`src/rtl/mul_wb_queue.sv`:
```
// mul_wb_queue
//   Receive side of the multiplier completion interface. The multiplier
//   pipeline has a fixed latency and cannot be stalled, so every result it
//   emits is captured here in a small FIFO. Results then drain in completion
//   order to one of two places:
//     - the dedicated HILO PRF write port, which never stalls
//     - the shared GPR PRF write port, which must be granted
//   Each drained result also raises a ROB completion. The issue stage only
//   launches a multiply while mul_ready is high. This credit check counts
//   queued entries, results still in flight, and results that are doomed to
//   be discarded after a flush, so the FIFO can never overflow.
//
// Configuration macro
//   MUL_WB_BYPASS_EN : when defined, a result that arrives while the FIFO is
//                      empty is presented on the write ports in the same cycle.
//                      When undefined, every result passes through the FIFO,
//                      and there is no combinational path from inputs to the
//                      write ports.
//
// Ports
//   clk, reset            clock; asynchronous active-high reset
//   mul_go / mul_ready    issue launches a multiply / credit available
//   flush                 synchronous pipeline flush
//   mul_complete, mul_*   result and destination info from the multiplier
//   gpr_wr_*              shared GPR PRF write port (req/grant handshake)
//   hilo_wr_*             dedicated HILO PRF write port
//   rob_cmpl_*            ROB completion strobe and index
module mul_wb_queue #(
  parameter int DEPTH    = 4,
  parameter int LG_DEPTH = 2,
  parameter int LG_ROB   = 6,
  parameter int LG_PRF   = 6,
  parameter int LG_HILO  = 3
) (
  input  logic               clk,
  input  logic               reset,
  input  logic               mul_go,
  output logic               mul_ready,
  input  logic               flush,
  input  logic               mul_complete,
  input  logic [63:0]        mul_y,
  input  logic [LG_ROB-1:0]  mul_rob_ptr,
  input  logic               mul_gpr_val,
  input  logic [LG_PRF-1:0]  mul_gpr_ptr,
  input  logic               mul_hilo_val,
  input  logic [LG_HILO-1:0] mul_hilo_ptr,
  output logic               gpr_wr_req,
  input  logic               gpr_wr_grant,
  output logic [LG_PRF-1:0]  gpr_wr_ptr,
  output logic [31:0]        gpr_wr_data,
  output logic               hilo_wr_en,
  output logic [LG_HILO-1:0] hilo_wr_ptr,
  output logic [63:0]        hilo_wr_data,
  output logic               rob_cmpl_val,
  output logic [LG_ROB-1:0]  rob_cmpl_ptr
);

  localparam int CW = LG_DEPTH + 1;

  typedef struct packed {
    logic [63:0]        y;
    logic [LG_ROB-1:0]  rob;
    logic               gv;
    logic [LG_PRF-1:0]  gp;
    logic               hv;
    logic [LG_HILO-1:0] hp;
  } entry_t;

  logic [CW-1:0] wr_ptr_q, wr_ptr_d, rd_ptr_q, rd_ptr_d;
  logic [CW-1:0] inflight_q, inflight_d, drop_cnt_q, drop_cnt_d;
  entry_t        mem_q [DEPTH];
  entry_t        mem_d [DEPTH];

  logic          empty, full, dropping, accept, done, pop, push_en, bypass_done;
  logic [CW-1:0] count;
  logic [CW+1:0] credit_sum;
  entry_t        in_entry, head, sel;
  logic          sel_valid;

  assign count    = wr_ptr_q - rd_ptr_q;
  assign empty    = (wr_ptr_q == rd_ptr_q);
  // Full when the index bits match but the wrap bits differ.
  assign full     = (wr_ptr_q[LG_DEPTH] != rd_ptr_q[LG_DEPTH]) &&
                    (wr_ptr_q[LG_DEPTH-1:0] == rd_ptr_q[LG_DEPTH-1:0]);
  assign dropping = (drop_cnt_q != '0);
  // A result is kept only outside a flush and once all pre-flush results have drained.
  assign accept   = mul_complete && !dropping && !flush;
  assign head     = mem_q[rd_ptr_q[LG_DEPTH-1:0]];

  // Credits come only from registered state, so issue sees no comb path from the write ports.
  assign credit_sum = {2'b00, count} + {2'b00, inflight_q} + {2'b00, drop_cnt_q};
  assign mul_ready  = (credit_sum < (CW+2)'(DEPTH));

  always_comb begin
    in_entry    = '0;
    in_entry.y  = mul_y;
    in_entry.rob = mul_rob_ptr;
    in_entry.gv = mul_gpr_val;
    in_entry.gp = mul_gpr_ptr;
    in_entry.hv = mul_hilo_val;
    in_entry.hp = mul_hilo_ptr;
  end

  // Pick the entry presented on the write ports and decide whether it retires this cycle.
  always_comb begin
    sel          = head;
    sel_valid    = !empty && !flush;
`ifdef MUL_WB_BYPASS_EN
    if (empty && accept) begin
      sel       = in_entry;
      sel_valid = 1'b1;
    end
`endif
    done         = 1'b0;
    gpr_wr_req   = 1'b0;
    hilo_wr_en   = 1'b0;
    rob_cmpl_val = 1'b0;
    gpr_wr_ptr   = '0;
    gpr_wr_data  = '0;
    hilo_wr_ptr  = '0;
    hilo_wr_data = '0;
    rob_cmpl_ptr = '0;
    if (sel_valid) begin
      gpr_wr_ptr   = sel.gp;
      gpr_wr_data  = sel.y[31:0];
      hilo_wr_ptr  = sel.hp;
      hilo_wr_data = sel.y;
      rob_cmpl_ptr = sel.rob;
      if (sel.hv) begin
        hilo_wr_en   = 1'b1;
        rob_cmpl_val = 1'b1;
        done         = 1'b1;
      end else if (sel.gv) begin
        gpr_wr_req = 1'b1;
        if (gpr_wr_grant) begin
          rob_cmpl_val = 1'b1;
          done         = 1'b1;
        end
      end else begin
        rob_cmpl_val = 1'b1;
        done         = 1'b1;
      end
    end
  end

  assign pop = done && !empty;
`ifdef MUL_WB_BYPASS_EN
  assign bypass_done = done && empty;
`else
  assign bypass_done = 1'b0;
`endif
  // When the FIFO is full, a push is legal only if a pop frees a slot in the same cycle.
  assign push_en = accept && !bypass_done && (!full || pop);

  // Next-state for pointers, storage and the credit counters.
  always_comb begin
    wr_ptr_d   = wr_ptr_q;
    rd_ptr_d   = rd_ptr_q;
    inflight_d = inflight_q;
    drop_cnt_d = drop_cnt_q;
    for (int i = 0; i < DEPTH; i++) mem_d[i] = mem_q[i];
    if (flush) begin
      rd_ptr_d   = wr_ptr_q;
      inflight_d = '0;
      // Every result still in the pipe must be discarded when it arrives,
      // except one that completes in this same cycle.
      drop_cnt_d = drop_cnt_q + inflight_q - CW'(mul_complete);
    end else begin
      if (push_en) begin
        mem_d[wr_ptr_q[LG_DEPTH-1:0]] = in_entry;
        wr_ptr_d = wr_ptr_q + CW'(1);
      end
      if (pop) rd_ptr_d = rd_ptr_q + CW'(1);
      // Completions retire pre-flush results first, so they only reduce inflight once drop_cnt is zero.
      inflight_d = inflight_q + CW'(mul_go) - CW'(mul_complete && !dropping);
      if (mul_complete && dropping) drop_cnt_d = drop_cnt_q - CW'(1);
    end
  end

  always_ff @(posedge clk or posedge reset) begin
    if (reset) begin
      wr_ptr_q   <= '0;
      rd_ptr_q   <= '0;
      inflight_q <= '0;
      drop_cnt_q <= '0;
      for (int i = 0; i < DEPTH; i++) mem_q[i] <= '0;
    end else begin
      wr_ptr_q   <= wr_ptr_d;
      rd_ptr_q   <= rd_ptr_d;
      inflight_q <= inflight_d;
      drop_cnt_q <= drop_cnt_d;
      for (int i = 0; i < DEPTH; i++) mem_q[i] <= mem_d[i];
    end
  end

  // A result arriving at a full FIFO with no pop would be lost.
  overflow_chk: assert property (@(posedge clk) disable iff (reset)
                                 !(accept && full && !pop));

endmodule
```
`config.mk`:
```
export PLATFORM = sky130hd
export DESIGN_NAME = mul_wb_queue
export DESIGN_NICKNAME = d
export VERILOG_FILES = /design/src/rtl/mul_wb_queue.sv
export SDC_FILE = /design/constraint.sdc
export NUM_CORES = 1
export LEC_CHECK = 0
export CAP_MARGIN = 10
export CELL_PAD_IN_SITES_DETAIL_PLACEMENT = 1
export CELL_PAD_IN_SITES_GLOBAL_PLACEMENT = 2
export CORE_ASPECT_RATIO = 1.4
export CORE_MARGIN = 4
export CORE_UTILIZATION = 43
export DETAILED_ROUTE_END_ITERATION = 10
export PLACE_DENSITY_LB_ADDON = 0.1
export SYNTH_ARGS = -nofsm -noshare
export SYNTH_HDL_FRONTEND = slang
export SYNTH_SLANG_ARGS = --single-unit
```
`constraint.sdc`:
```
create_clock -name clk -period 18.2 [get_ports clk]
set_clock_uncertainty 0.1 [all_clocks]
set_input_delay 2.73 -clock clk [delete_from_list [all_inputs] [get_ports clk]]
set_output_delay 2.73 -clock clk [all_outputs]
set_load 0.03 [all_outputs]
```
* Yosys cells after proc, flatten, opt, wreduce, memory -nomap -nowiden
Cells that the tools add are included.
Storage, ports and cells: bits in registers 336, bits in latches 0, memory bits (writable) 0, memory bits (read-only) 0, input bits 87, output and inout port bits 115, word-level logic and storage cells 90, memories kept 0
Operators by class: add/sub/neg operators 10, $mul 0, divide/modulo/power cells 0, order comparisons 4, equality and inequality tests 3, shift-type cells 0, mux-type cells 25, bitwise gates (word level) 3, reductions and logical operators 17
Operators by type and width (number):
- bitwise mux 324 bit | 1
- 2-to-1 mux 81 bit | 3
- binary-select mux 81 bit (select 2 bit) | 1
- demux 81 bit (select 2 bit) | 1
- 2-to-1 mux 64 bit | 1
- 2-to-1 mux 32 bit | 1
- 2-to-1 mux 3 bit | 6
- 2-to-1 mux 6 bit | 2
- 2-to-1 mux 1 bit | 9
- logical AND 1 bit | 8
- adder 3 x 1 -> 3 bit (second input constant) | 2
- greater-or-equal comparator 3 bit (second input constant) | 2
- NOT 2 -> 3 bit | 2
- subtractor 3 x 1 -> 3 bit | 2
- adder 4 x 3 -> 5 bit | 1
- less-than comparator 5 x 3 -> 1 bit (second input constant) | 1
- adder 3 x 3 -> 4 bit | 1
- zero test 1 bit | 4
- nonzero test 2 bit | 2
- adder 3 x 1 -> 3 bit | 1
- adder 3 bit | 1
- == test 3 bit | 1
- less-than comparator 3 x 1 -> 1 bit (second input constant) | 1
- nonzero test 3 bit | 1
- 7 further kinds | 7

* Depth between registers and ports, before layout
Gate-level depths: netlist of run 1.
depth after elaboration 11, gate-level depth with buffers 11, depth with buffers taken out 11

* Least setup slack after synthesis of run 1
OpenSTA, ideal clock, no wires.
path type input port to output port, from input flush, to output hilo_wr_data[0], arrival time 4104 ps, required time 15370 ps, slack 11266 ps, stages on the path 6, buffers on the path 4, path through clkbuf_1 > a31oi_1 > clkbuf_1 > clkbuf_1 > and2_1 > buf_4
On the way: word-level cells in the longest chain between the ends 3
Ends and longest elaborated chain:
- from (decl) | RTL line 39 | input logic flush,
- zero test 1 bit | RTL line 107 | sel_valid = !empty && !flush;
- logical AND 1 bit | RTL line 107
- 2-to-1 mux 64 bit | RTL line 123 | if (sel_valid) begin
- to (decl) | RTL line 53 | output logic [63:0] hilo_wr_data,
Every way passes these cells.

* Worst setup path after layout of run 1
from input flush, to output rob_cmpl_val
On the way: word-level cells in the longest chain between the ends 3
Ends and longest elaborated chain:
- zero test 1 bit | RTL line 107
- logical AND 1 bit | RTL line 107
- 2-to-1 mux 1 bit | RTL line 123
- to (decl) | RTL line 54 | output logic rob_cmpl_val,
Every way passes these cells.

==> impl_metrics.xml, run 1 <==
<?xml version="1.0" encoding="UTF-8"?>
<metrics>
  <group name="sta">
    <metric name="min_period" unit="ps">8690</metric>
    <metric name="setup_slack" unit="ps">9510</metric>
    <metric name="timing.final.hold_violations" unit="">0</metric>
    <metric name="drv_slew" unit="">0</metric>
    <metric name="rsz0062_at_grt" unit="">no</metric>
    <metric name="finalSetupTns" unit="ps">0</metric>
    <metric name="max_slew_margin" unit="%">29.1</metric>
    <metric name="max_slew.worst_pin.slew" unit="ps">1060</metric>
    <metric name="maxClockFrequency" unit="GHz">0.115</metric>
    <metric name="finalCritPeriodShare" unit="%">47.7</metric>
    <metric name="finalSetupViolations" unit="">0</metric>
  </group>
  <group name="place">
    <metric name="dp.final_hpwl" unit="um">22100</metric>
    <metric name="routability_congestion_estimate" unit="">0.745</metric>
    <metric name="port_buffers" unit="">201</metric>
    <metric name="place_worst_setup_slack" unit="ps">9390</metric>
  </group>
  <group name="clocking">
    <metric name="holdBufCountCts" unit="">0</metric>
    <metric name="worst_skew_pair.late_latency" unit="ps">520</metric>
    <metric name="post-cts-setup-buffer-count" unit="">0</metric>
    <metric name="clk_pin_slew" unit="ps">50</metric>
    <metric name="cts-root-buf" unit="">clkbuf_16</metric>
    <metric name="cts.path.max_buffers" unit="">3</metric>
    <metric name="clock_sinks" unit="">336</metric>
    <metric name="htree_levels" unit="">2</metric>
    <metric name="cts_tree" unit="">built</metric>
    <metric name="cts-resized-gates" unit="">0</metric>
    <metric name="cts_buffers" unit="">37</metric>
  </group>
  <group name="critical_path">
    <metric name="critical_path_depth" unit="">6</metric>
    <metric name="setup.worst_path.end_class" unit="">output pin</metric>
    <metric name="reg2reg_depth" unit="">8</metric>
    <metric name="cp_slowest_stage_delay" unit="ps">780</metric>
    <metric name="cp.buffers_inverters" unit="">4</metric>
    <metric name="cp-startpoint" unit="">flush</metric>
    <metric name="timing.critical_path.cells" unit="">clkdlybuf4s50_1, a31oi_4, buf_4, o21ai_0, inv_1, clkdlybuf4s50_1</metric>
    <metric name="cpMaxStageDelayCell" unit="">clkdlybuf4s50_1</metric>
    <metric name="path_class" unit="">in -&gt; out</metric>
    <metric name="critical-path-top-delay-family" unit="">buffers and inverters</metric>
    <metric name="timing.critical_path.required" unit="ps">15370</metric>
    <metric name="critical_path.startpoint_type" unit="">input pin</metric>
    <metric name="path_max_fanout" unit="">66</metric>
    <metric name="worstReg2RegStart" unit="">rd_ptr_q[1]</metric>
    <metric name="setup.reg_to_reg.worst_slack" unit="ps">13230</metric>
    <metric name="worst_path_most_repeated_cell" unit="">clkdlybuf4s50_1</metric>
    <metric name="regToRegEndpoint" unit="">mem_q[200]</metric>
    <metric name="worst-endpoint-arrival" unit="ps">5860</metric>
  </group>
  <group name="pwr">
    <metric name="worst_ir_drop_vdd" unit="uV">216</metric>
    <metric name="static-leakage-power" unit="nW">8.55</metric>
    <metric name="total_power" unit="W">0.00344</metric>
    <metric name="cellPowerDensity" unit="nW/um2">178</metric>
  </group>
  <group name="cells_and_area">
    <metric name="diode_count" unit="">0</metric>
    <metric name="utilization" unit="%">52.6</metric>
    <metric name="syn_to_layout_area_delta" unit="%">20.6</metric>
    <metric name="final_layout_size_suffix_gt1_share" unit="%">38.3</metric>
    <metric name="fin_nets" unit="">1296</metric>
  </group>
  <group name="yosys">
    <metric name="synth-edff-count" unit="">0</metric>
    <metric name="synthDistinctLibCells" unit="">36</metric>
    <metric name="synth_ff_type" unit="">dfrtp_1</metric>
    <metric name="synth_seq_area_share" unit="%">52.6</metric>
    <metric name="post_synth_main_area_contributors" unit="">dfrtp_1 53%, mux2_2 21%, mux4_2 12%, and2_1 3.1%, buf_4 2.7%</metric>
    <metric name="synth.net_count" unit="">1138</metric>
    <metric name="synth_seq_cells" unit="">336</metric>
    <metric name="syn-cell-area" unit="um2">16000</metric>
    <metric name="synth_instances" unit="">1028</metric>
    <metric name="commonest_cells_post_synth" unit="">336 x dfrtp_1, 297 x mux2_2, 82 x mux4_2</metric>
    <metric name="top_count_cell_post_synth" unit="">dfrtp_1</metric>
    <metric name="yosys_warnings" unit="">0</metric>
    <metric name="synth.largest_area_cell" unit="">dfrtp_1</metric>
    <metric name="ffs_w_async_s_r_synth" unit="%">100</metric>
    <metric name="netlist.area_leader.share" unit="%">52.6</metric>
    <metric name="syn-mean-instance-area" unit="um2">15.5</metric>
  </group>
  <group name="detailed_routing">
    <metric name="drt_first_iter_violations" unit="">318</metric>
    <metric name="drc" unit="">0</metric>
    <metric name="wire_per_inst" unit="um">21.3</metric>
    <metric name="finalWirelength" unit="um">35800</metric>
    <metric name="post_drt_via_cell_ratio" unit="">5.38</metric>
    <metric name="ant_nets" unit="">0</metric>
    <metric name="num_vias" unit="">9038</metric>
    <metric name="drt_pass1_iterations" unit="">4</metric>
  </group>
  <group name="worst_hold_path">
    <metric name="timing.hold.worst_path_depth" unit="">1</metric>
    <metric name="timing.hold.worst.class" unit="">reg -&gt; reg</metric>
    <metric name="worst_hold_startpoint" unit="">mem_q[121]</metric>
    <metric name="whs_endpoint" unit="">mem_q[121]</metric>
  </group>
  <group name="global_route">
    <metric name="antenna_violations_before_repair" unit="">2</metric>
    <metric name="grt_start_max_net_pins" unit="">171</metric>
    <metric name="grt.total_usage" unit="%">18.2</metric>
    <metric name="via_count_of_the_first_global_routing_pass" unit="">10200</metric>
    <metric name="globalRouteOverflowTotal" unit="">0</metric>
    <metric name="grt_first_pass_wirelength" unit="um">58600</metric>
  </group>
  <group name="floorplan">
    <metric name="fp.dieH" unit="um">236</metric>
    <metric name="die_w" unit="um">171</metric>
    <metric name="ioPinCount" unit="">202</metric>
    <metric name="die_area" unit="um2">40400</metric>
    <metric name="floorplan.initialDensity" unit="%">43.6</metric>
    <metric name="core-area" unit="um2">36700</metric>
    <metric name="floorplan.rows" unit="">83</metric>
  </group>
  <group name="flow_run">
    <metric name="count_of_maximum_capacitance_violations" unit="">0</metric>
  </group>
  <group name="run_status">
    <metric name="outcome" unit="">complete, no violations</metric>
  </group>
</metrics>
==> worst max-delay path by stage <==
stage / to / slack, ps
3_3_place_gp: rob_cmpl_val / 9460
3_5_place_dp: rob_cmpl_val / 9390
4_1_cts: rob_cmpl_val / 9380
6_report: rob_cmpl_val / 9510
5_1_grt: rob_cmpl_val / 9120
2_1_floorplan: drop_cnt_q[0] / 6060
==> through the flow <==
step | hold WS [ps] | area (um2) | instances
after floorplan | 352 | 16000 | 1028
after detailed placement | 371 | 18100 | 1614
after CTS | 383 | 19300 | 1680
final | 380 | 19300 | 1680
after global placement | 362 | 18100 | 1614
after global routing | 394 | 19300 | 1680
==> placed cells by master, fill, tap and decap left out, drive strengths merged <==
cell           instances
clkinv                10
inv                   20
nand2                  8
xnor2                  6
a31oi                  5
o211ai                 3
o2111ai                1
clkdlybuf4s50        201
o21ai                  4
clkbuf                53
nor2b                  7
mux2                 326
ha                    17
buf                   12
fa                     6
nand3                  6
mux4                  82
a221oi                 1
dfrtp                336
a21boi                 1
and2                  80
a31o                   1
xor2                   4
nor3                   1
and4bb                 1
o41ai                  1
nand2b                 6
nor2                   8
mux2i                  1
a22oi                  2
bufinv                 3
==> kinds of logic (layout without fill, tap and decap cells) <==
family                     Yosys count  in the layout  synth area share, %
buffers and inverters              114            299                 4.49
muxes                              409            409                 34.7
and+or+nand+nor                    117            117                 4.31
DFF                                336            336                 52.6
AOI/OAI and AO/OA                   19             19                 1.24
xor gates and xnor gates            10             10                0.548
adders and majority gates           23             23                 2.08
==> state kept, by name, summed over array words and instances, names as in the netlist <==
| name | count |
|---|---|
| wr_ptr_q | 3 |
| rd_ptr_q | 3 |
| mem_q | 324 |
| inflight_q | 3 |
| drop_cnt_q | 3 |
==> per-layer routing <==
layer | global-route usage (%) | part of all wire (%)
met2 | 32.7 | 53
met3 | 3.54 | 4.3
met5 | 0 | 0.075
met1 | 22.9 | 41
met4 | 3.87 | 1.7
==> worst register-to-register path: cells and delay by family, from the launching register on <==
kind                     cells  cell delay (ps)
multiplexers                 1              490
flip-flops                   1              750
adder cells (fa/ha/maj)      1              390
AO/OA/AOI/OAI                1              950
AND/OR/NAND/NOR              2              280
buffers and inverters        3             1900
==> power breakdown <==
part | switching (W) | internal [W]
logic | 0.000684 | 0.000768
registers | 0.000180 | 0.00106
clock network | 0.000299 | 0.000452
total | 0.00116 | 0.00228
==> cell type report <==
| type | instances | area, um2 |
|---|---|---|
| multi-input cells | 578 | 6870 |
| flip-flops and latches | 336 | 8420 |
| well taps | 467 | 584 |
| fillers | 3511 | 17400 |
| clock inverters | 13 | 144 |
| inverters | 20 | 82.6 |
| repair buffers | 213 | 2110 |
| clock buffers | 53 | 1070 |
Power figures use the tool's default switching activity.
==> run 2: changes to the inputs <==
Settings changed: CORE_UTILIZATION 43 to 40.
Clock period 18.2 ns to 9.06 ns, I/O delays scaled along.
==> run 2 against run 1 <==
Against the previous run: final cell count grew 4.0%; worst hold slack gained 3.3 ps; total power grew 100%; first-iteration DRC count grew 6.6%; clock-buffer cell count grew 2; critical path depth is the same; sequential share of layout area shrank 0.42 points.
==> impl_metrics.xml, run 2 (same netlist as run 1, synthesis figures left out) <==
<?xml version="1.0" encoding="UTF-8"?>
<metrics>
  <group name="sta">
    <metric name="timing.final.hold_violations" unit="">0</metric>
    <metric name="min_period" unit="ps">6150</metric>
    <metric name="rsz0062_at_grt" unit="">no</metric>
    <metric name="maxClockFrequency" unit="GHz">0.163</metric>
    <metric name="finalHoldWorstSlack" unit="ps">384</metric>
    <metric name="finalSetupViolations" unit="">0</metric>
    <metric name="drv_slew" unit="">0</metric>
    <metric name="finalCritPeriodShare" unit="%">67.8</metric>
    <metric name="finalSetupTns" unit="ps">0</metric>
    <metric name="max_slew_margin" unit="%">30.7</metric>
    <metric name="max_slew.worst_pin.slew" unit="ps">1040</metric>
  </group>
  <group name="floorplan">
    <metric name="floorplan.initialDensity" unit="%">40.6</metric>
    <metric name="fp.dieH" unit="um">245</metric>
    <metric name="die_w" unit="um">177</metric>
    <metric name="ioPinCount" unit="">202</metric>
    <metric name="die_area" unit="um2">43300</metric>
    <metric name="floorplan.rows" unit="">86</metric>
    <metric name="core-area" unit="um2">39400</metric>
  </group>
  <group name="clocking">
    <metric name="clock_sinks" unit="">336</metric>
    <metric name="cts_tree" unit="">built</metric>
    <metric name="cts.path.max_buffers" unit="">3</metric>
    <metric name="cts_buffers" unit="">38</metric>
    <metric name="cts-resized-gates" unit="">0</metric>
    <metric name="htree_levels" unit="">2</metric>
    <metric name="post-cts-setup-buffer-count" unit="">0</metric>
    <metric name="cts-root-buf" unit="">clkbuf_16</metric>
    <metric name="holdBufCountCts" unit="">0</metric>
    <metric name="worst_skew_pair.late_latency" unit="ps">520</metric>
    <metric name="clk_pin_slew" unit="ps">60</metric>
  </group>
  <group name="pwr">
    <metric name="cellPowerDensity" unit="nW/um2">358</metric>
    <metric name="static-leakage-power" unit="nW">8.58</metric>
    <metric name="worst_ir_drop_vdd" unit="uV">216</metric>
  </group>
  <group name="worst_hold_path">
    <metric name="whs_endpoint" unit="">mem_q[121]</metric>
    <metric name="timing.hold.worst.class" unit="">reg -&gt; reg</metric>
    <metric name="timing.hold.worst_path_depth" unit="">1</metric>
    <metric name="worst_hold_startpoint" unit="">mem_q[121]</metric>
  </group>
  <group name="critical_path">
    <metric name="reg2reg_depth" unit="">5</metric>
    <metric name="timing.critical_path.required" unit="ps">7600</metric>
    <metric name="critical_path.startpoint_type" unit="">input pin</metric>
    <metric name="worstReg2RegStart" unit="">rd_ptr_q[0]</metric>
    <metric name="path_class" unit="">in -&gt; out</metric>
    <metric name="worst-endpoint-arrival" unit="ps">4690</metric>
    <metric name="regToRegEndpoint" unit="">mem_q[86]</metric>
    <metric name="setup.reg_to_reg.worst_slack" unit="ps">4060</metric>
    <metric name="path_max_fanout" unit="">43</metric>
    <metric name="setup.worst_path.end_class" unit="">output pin</metric>
  </group>
  <group name="global_route">
    <metric name="antenna_violations_before_repair" unit="">4</metric>
    <metric name="grt_start_max_net_pins" unit="">164</metric>
    <metric name="via_count_of_the_first_global_routing_pass" unit="">10400</metric>
    <metric name="globalRouteOverflowTotal" unit="">0</metric>
    <metric name="grt_first_pass_wirelength" unit="um">59900</metric>
    <metric name="grt.total_usage" unit="%">17.5</metric>
  </group>
  <group name="cells_and_area">
    <metric name="final_layout_size_suffix_gt1_share" unit="%">38.8</metric>
    <metric name="layout_common_cells" unit="">334 x dfrtp_1, 297 x mux2_2, 201 x clkdlybuf4s50_1, 82 x mux4_2, 80 x and2_1</metric>
    <metric name="syn_to_layout_area_delta" unit="%">21.8</metric>
    <metric name="fin_nets" unit="">1299</metric>
    <metric name="max_ffs_per_register" unit="">324</metric>
    <metric name="leading_cell_type_in_the_layout_fill_and_taps_excluded" unit="">dfrtp_1</metric>
    <metric name="most_flops_register" unit="">mem_q</metric>
  </group>
  <group name="detailed_routing">
    <metric name="drc" unit="">0</metric>
    <metric name="num_vias" unit="">9081</metric>
    <metric name="wire_per_inst" unit="um">21.0</metric>
    <metric name="ant_nets" unit="">0</metric>
    <metric name="drt_pass1_iterations" unit="">4</metric>
    <metric name="drt_first_iter_violations" unit="">339</metric>
    <metric name="finalWirelength" unit="um">36700</metric>
    <metric name="post_drt_via_cell_ratio" unit="">5.20</metric>
  </group>
  <group name="place">
    <metric name="port_buffers" unit="">201</metric>
    <metric name="routability_congestion_estimate" unit="">0.725</metric>
    <metric name="dp.final_hpwl" unit="um">23000</metric>
  </group>
  <group name="flow_run">
    <metric name="count_of_maximum_capacitance_violations" unit="">0</metric>
  </group>
  <group name="run_status">
    <metric name="outcome" unit="">complete, no violations</metric>
  </group>
</metrics>
==> run 2: cell count changes in the layout (fill, tap and decap cells not counted), moves of 2 or more <==
cell,before,now
clkbuf_16,39,41
clkbuf_1,10,7
clkbuf_8,4,7
diode_2,0,2
clkinv_2,9,6
clkinvlp_4,0,5
buf_12,1,3
==> run 2: layer usage <==
metal | vias to the layer above | wire length (um) | track usage, %
li1 | 4019 | - | -
met1 | 4854 | 15100 | 21.4
met2 | 156 | 19400 | 31.8
met3 | 48 | 1460 | 3.12
met4 | 4 | 729 | 4.58
met5 | - | 39 | 0
==> run 2: how the worst max path moves through the flow <==
stage               start            end  depth (start not counted)
global placement    flush   rob_cmpl_val                          6
floorplan           reset  drop_cnt_q[0]                          1
CTS                 flush   rob_cmpl_val                          6
detailed placement  flush   rob_cmpl_val                          6
global route        flush   rob_cmpl_val                          6
finish              flush   rob_cmpl_val                          6
==> run 2: report_power, final <==
| group | leakage (nW) | switching, W | internal (W) |
|---|---|---|---|
| sequential | 4.42 | 0.000407 | 0.00212 |
| clock | 0.622 | 0.000617 | 0.000941 |
| combinational | 3.54 | 0.00134 | 0.00154 |
==> run 2: critical path, cell delays in order <==
cell and delay (ps):
clkdlybuf4s50_1 800, a31oi_4 1010, buf_4 510, o21ai_0 200, inv_1 100, clkdlybuf4s50_1 690
==> run 2: metrics by stage <==
step	util [%]	setup WS [ps]	cell area, um2	cells	power (W)
finish	49.4	2910	19500	1747	0.00697
global route	49.4	2570	19500	1746	0.00744
CTS	49.4	2710	19400	1744	0.00713
detailed placement	46.1	2840	18200	1676	0.00552
global placement	46.1	2790	18200	1676	0.00545
floorplan	-	3110	16000	1028	0.00459
==> run 2: area by class of cell <==
| cell class | instances | area (um2) |
|---|---|---|
| Inverter | 20 | 78.8 |
| Clock buffer | 55 | 1150 |
| Multi-Input combinational cell | 578 | 6870 |
| Clock inverter | 13 | 131 |
| Fill cell | 3838 | 19900 |
| Timing Repair Buffer | 215 | 2150 |
| Sequential cell | 336 | 8420 |
| Antenna cell | 2 | 5.00 |
| Tap cell | 528 | 661 |
==> run 3: changes to the inputs <==
Settings changed: CORE_UTILIZATION 40 to 36.
Clock period 9.06 ns to 5.5 ns, I/O delays scaled along.
==> run 3 against run 2 <==
Against the previous run: critical path depth up 3; routed wire length rose by 5.3%; non-clock buffer count grew 6; critical endpoint is now mul_ready; largest power group unchanged.
==> impl_metrics.xml, run 3 (same netlist as run 1, synthesis figures left out) <==
<?xml version="1.0" encoding="UTF-8"?>
<metrics>
  <group name="run_status">
    <metric name="outcome" unit="">complete, no violations</metric>
  </group>
  <group name="floorplan">
    <metric name="die_w" unit="um">186</metric>
    <metric name="floorplan.initialDensity" unit="%">36.4</metric>
    <metric name="die_area" unit="um2">47900</metric>
    <metric name="fp.dieH" unit="um">257</metric>
    <metric name="ioPinCount" unit="">202</metric>
    <metric name="core-area" unit="um2">43900</metric>
    <metric name="floorplan.rows" unit="">91</metric>
  </group>
  <group name="pwr">
    <metric name="cell_internal_pwr" unit="W">0.00778</metric>
    <metric name="worst_ir_drop_vdd" unit="uV">341</metric>
    <metric name="power_switching" unit="W">0.00391</metric>
    <metric name="power.sequential.fraction" unit="%">34.8</metric>
    <metric name="p_sw_share" unit="%">33.5</metric>
    <metric name="power.clock.fraction" unit="%">23.7</metric>
    <metric name="cellPowerDensity" unit="nW/um2">594</metric>
    <metric name="pwr-share-comb" unit="%">41.5</metric>
    <metric name="static-leakage-power" unit="nW">8.68</metric>
  </group>
  <group name="cells_and_area">
    <metric name="finish.cell_count_without_fillers" unit="">1783</metric>
    <metric name="most_flops_register" unit="">mem_q</metric>
    <metric name="syn_to_layout_area_delta" unit="%">23.1</metric>
    <metric name="final_layout_size_suffix_gt1_share" unit="%">39.4</metric>
    <metric name="fillerInstances" unit="">4301</metric>
    <metric name="layout_common_cells" unit="">334 x dfrtp_1, 297 x mux2_2, 201 x clkdlybuf4s50_1, 82 x mux4_2, 80 x and2_1</metric>
    <metric name="final_area" unit="um2">19700</metric>
    <metric name="max_ffs_per_register" unit="">324</metric>
    <metric name="fin_nets" unit="">1305</metric>
    <metric name="leading_cell_type_in_the_layout_fill_and_taps_excluded" unit="">dfrtp_1</metric>
  </group>
  <group name="critical_path">
    <metric name="path_class" unit="">reg -&gt; out</metric>
    <metric name="setup.worst_path.end_class" unit="">output pin</metric>
    <metric name="setup.reg_to_reg.worst_slack" unit="ps">2310</metric>
    <metric name="regToRegEndpoint" unit="">mem_q[151]</metric>
    <metric name="reg2reg_depth" unit="">5</metric>
    <metric name="worst-endpoint-arrival" unit="ps">4050</metric>
    <metric name="worstReg2RegStart" unit="">rd_ptr_q[0]</metric>
    <metric name="critical_path.startpoint_type" unit="">register</metric>
    <metric name="timing.critical_path.required" unit="ps">4580</metric>
    <metric name="path_max_fanout" unit="">26</metric>
  </group>
  <group name="sta">
    <metric name="max_slew.worst_pin.slew" unit="ps">1030</metric>
    <metric name="max_slew_margin" unit="%">31.3</metric>
    <metric name="finalSetupViolations" unit="">0</metric>
    <metric name="min_period" unit="ps">4980</metric>
    <metric name="finalCritPeriodShare" unit="%">90.5</metric>
    <metric name="finalSetupTns" unit="ps">0</metric>
    <metric name="rsz0062_at_grt" unit="">no</metric>
    <metric name="maxClockFrequency" unit="GHz">0.201</metric>
    <metric name="drv_slew" unit="">0</metric>
    <metric name="timing.final.hold_violations" unit="">0</metric>
  </group>
  <group name="place">
    <metric name="port_buffers" unit="">201</metric>
    <metric name="place_area" unit="um2">18300</metric>
    <metric name="routability_congestion_estimate" unit="">0.723</metric>
    <metric name="place_inst" unit="">1713</metric>
    <metric name="dp.final_hpwl" unit="um">23700</metric>
  </group>
  <group name="worst_hold_path">
    <metric name="timing.hold.worst.class" unit="">reg -&gt; reg</metric>
    <metric name="worst_hold_startpoint" unit="">mem_q[206]</metric>
    <metric name="whs_endpoint" unit="">mem_q[206]</metric>
    <metric name="timing.hold.worst_path_depth" unit="">1</metric>
  </group>
  <group name="detailed_routing">
    <metric name="ant_nets" unit="">0</metric>
    <metric name="drc" unit="">0</metric>
    <metric name="post_drt_via_cell_ratio" unit="">5.11</metric>
    <metric name="drt_first_iter_violations" unit="">286</metric>
    <metric name="num_vias" unit="">9106</metric>
    <metric name="wire_per_inst" unit="um">21.7</metric>
    <metric name="finalWirelength" unit="um">38700</metric>
    <metric name="drt_pass1_iterations" unit="">4</metric>
  </group>
  <group name="clocking">
    <metric name="htree_levels" unit="">2</metric>
    <metric name="cts_tree" unit="">built</metric>
    <metric name="worst_skew_pair.late_latency" unit="ps">530</metric>
    <metric name="holdBufCountCts" unit="">0</metric>
    <metric name="cts-resized-gates" unit="">0</metric>
    <metric name="cts-root-buf" unit="">clkbuf_16</metric>
    <metric name="post-cts-setup-buffer-count" unit="">0</metric>
    <metric name="clock_sinks" unit="">336</metric>
    <metric name="clk_pin_slew" unit="ps">60</metric>
    <metric name="cts.path.max_buffers" unit="">3</metric>
    <metric name="cts_buffers" unit="">38</metric>
  </group>
  <group name="global_route">
    <metric name="grt.total_usage" unit="%">16.4</metric>
    <metric name="grt_start_max_net_pins" unit="">139</metric>
    <metric name="via_count_of_the_first_global_routing_pass" unit="">10500</metric>
    <metric name="globalRouteOverflowTotal" unit="">0</metric>
    <metric name="grt_first_pass_wirelength" unit="um">61500</metric>
    <metric name="antenna_violations_before_repair" unit="">1</metric>
  </group>
  <group name="flow_run">
    <metric name="count_of_maximum_capacitance_violations" unit="">0</metric>
  </group>
</metrics>
==> run 3: cell types whose count changed in the layout (fill, tap and decap cells not counted) <==
cell / delta
bufinv_16: +4
clkbuf_1: -3
buf_4: +4
clkinv_2: +1
clkinv_4: +2
clkbuf_8: -1
clkinvlp_4: -2
diode_2: -1
buf_12: +2
==> run 3: routing by layer <==
metal / vias to the layer above / GRT usage, % / part of all wire [%]
met3: 43 / 3.37 / 4.4
met2: 150 / 29.5 / 53
li1: 4017 / - / -
met1: 4896 / 20.2 / 41
met4: 0 / 3.46 / 1.5
met5: - / 0 / 0
==> run 3: per-stage QoR <==
step                      util (%)  power (W)  worst slack, ps  hold WS (ps)
after floorplan                  -    0.00755             84.4           352
after global routing          44.8     0.0125              333           396
after CTS                     44.8     0.0120              446           389
final                         44.8     0.0117              525           382
after global placement        41.6    0.00898             1030           364
after detailed placement      41.6    0.00909             1040           370
==> run 3: cell type report <==
| class | count | area, um2 | share of cell area, % |
|---|---|---|---|
| Antenna cell | 1 | 2.50 | 0.0127 |
| Clock buffer | 51 | 1120 | 5.71 |
| Clock inverter | 18 | 259 | 1.32 |
| Inverter | 20 | 78.8 | 0.401 |
| Multi-Input combinational cell | 578 | 6870 | 34.9 |
| Sequential cell | 336 | 8420 | 42.8 |
| Tap cell | 558 | 698 | 3.55 |
| Timing Repair Buffer | 221 | 2220 | 11.3 |
==> run 3: worst max path at each step <==
stage / from / to / slack [ps] / cells after the start
4_1_cts: rd_ptr_q[1] / mul_ready / 450 / 9
3_5_place_dp: rd_ptr_q[1] / mul_ready / 1040 / 9
6_report: rd_ptr_q[1] / mul_ready / 520 / 9
3_3_place_gp: rd_ptr_q[1] / mul_ready / 1030 / 9
5_1_grt: rd_ptr_q[1] / mul_ready / 330 / 9
2_1_floorplan: reset / drop_cnt_q[0] / 80 / 1
==> run 3: power by group through the flow <==
stage / logic (W) / clock network (W) / registers (W)
5_1_grt: 0.00529 / 0.00297 / 0.00421
4_1_cts: 0.00498 / 0.00288 / 0.00409
3_3_place_gp: 0.00490 / 0 / 0.00408
3_5_place_dp: 0.00496 / 0 / 0.00413
6_report: 0.00485 / 0.00277 / 0.00407
2_1_floorplan: 0.00367 / 0 / 0.00389
==> run 3: worst max-delay path, cell delays in order (launching register included) <==
cell and delay, ps:
dfrtp_4 660, fa_1 570, inv_1 50, fa_1 470
o21ai_0 160, fa_1 430, nor2_1 100, o211ai_1 90
a21boi_0 250, clkdlybuf4s50_1 730
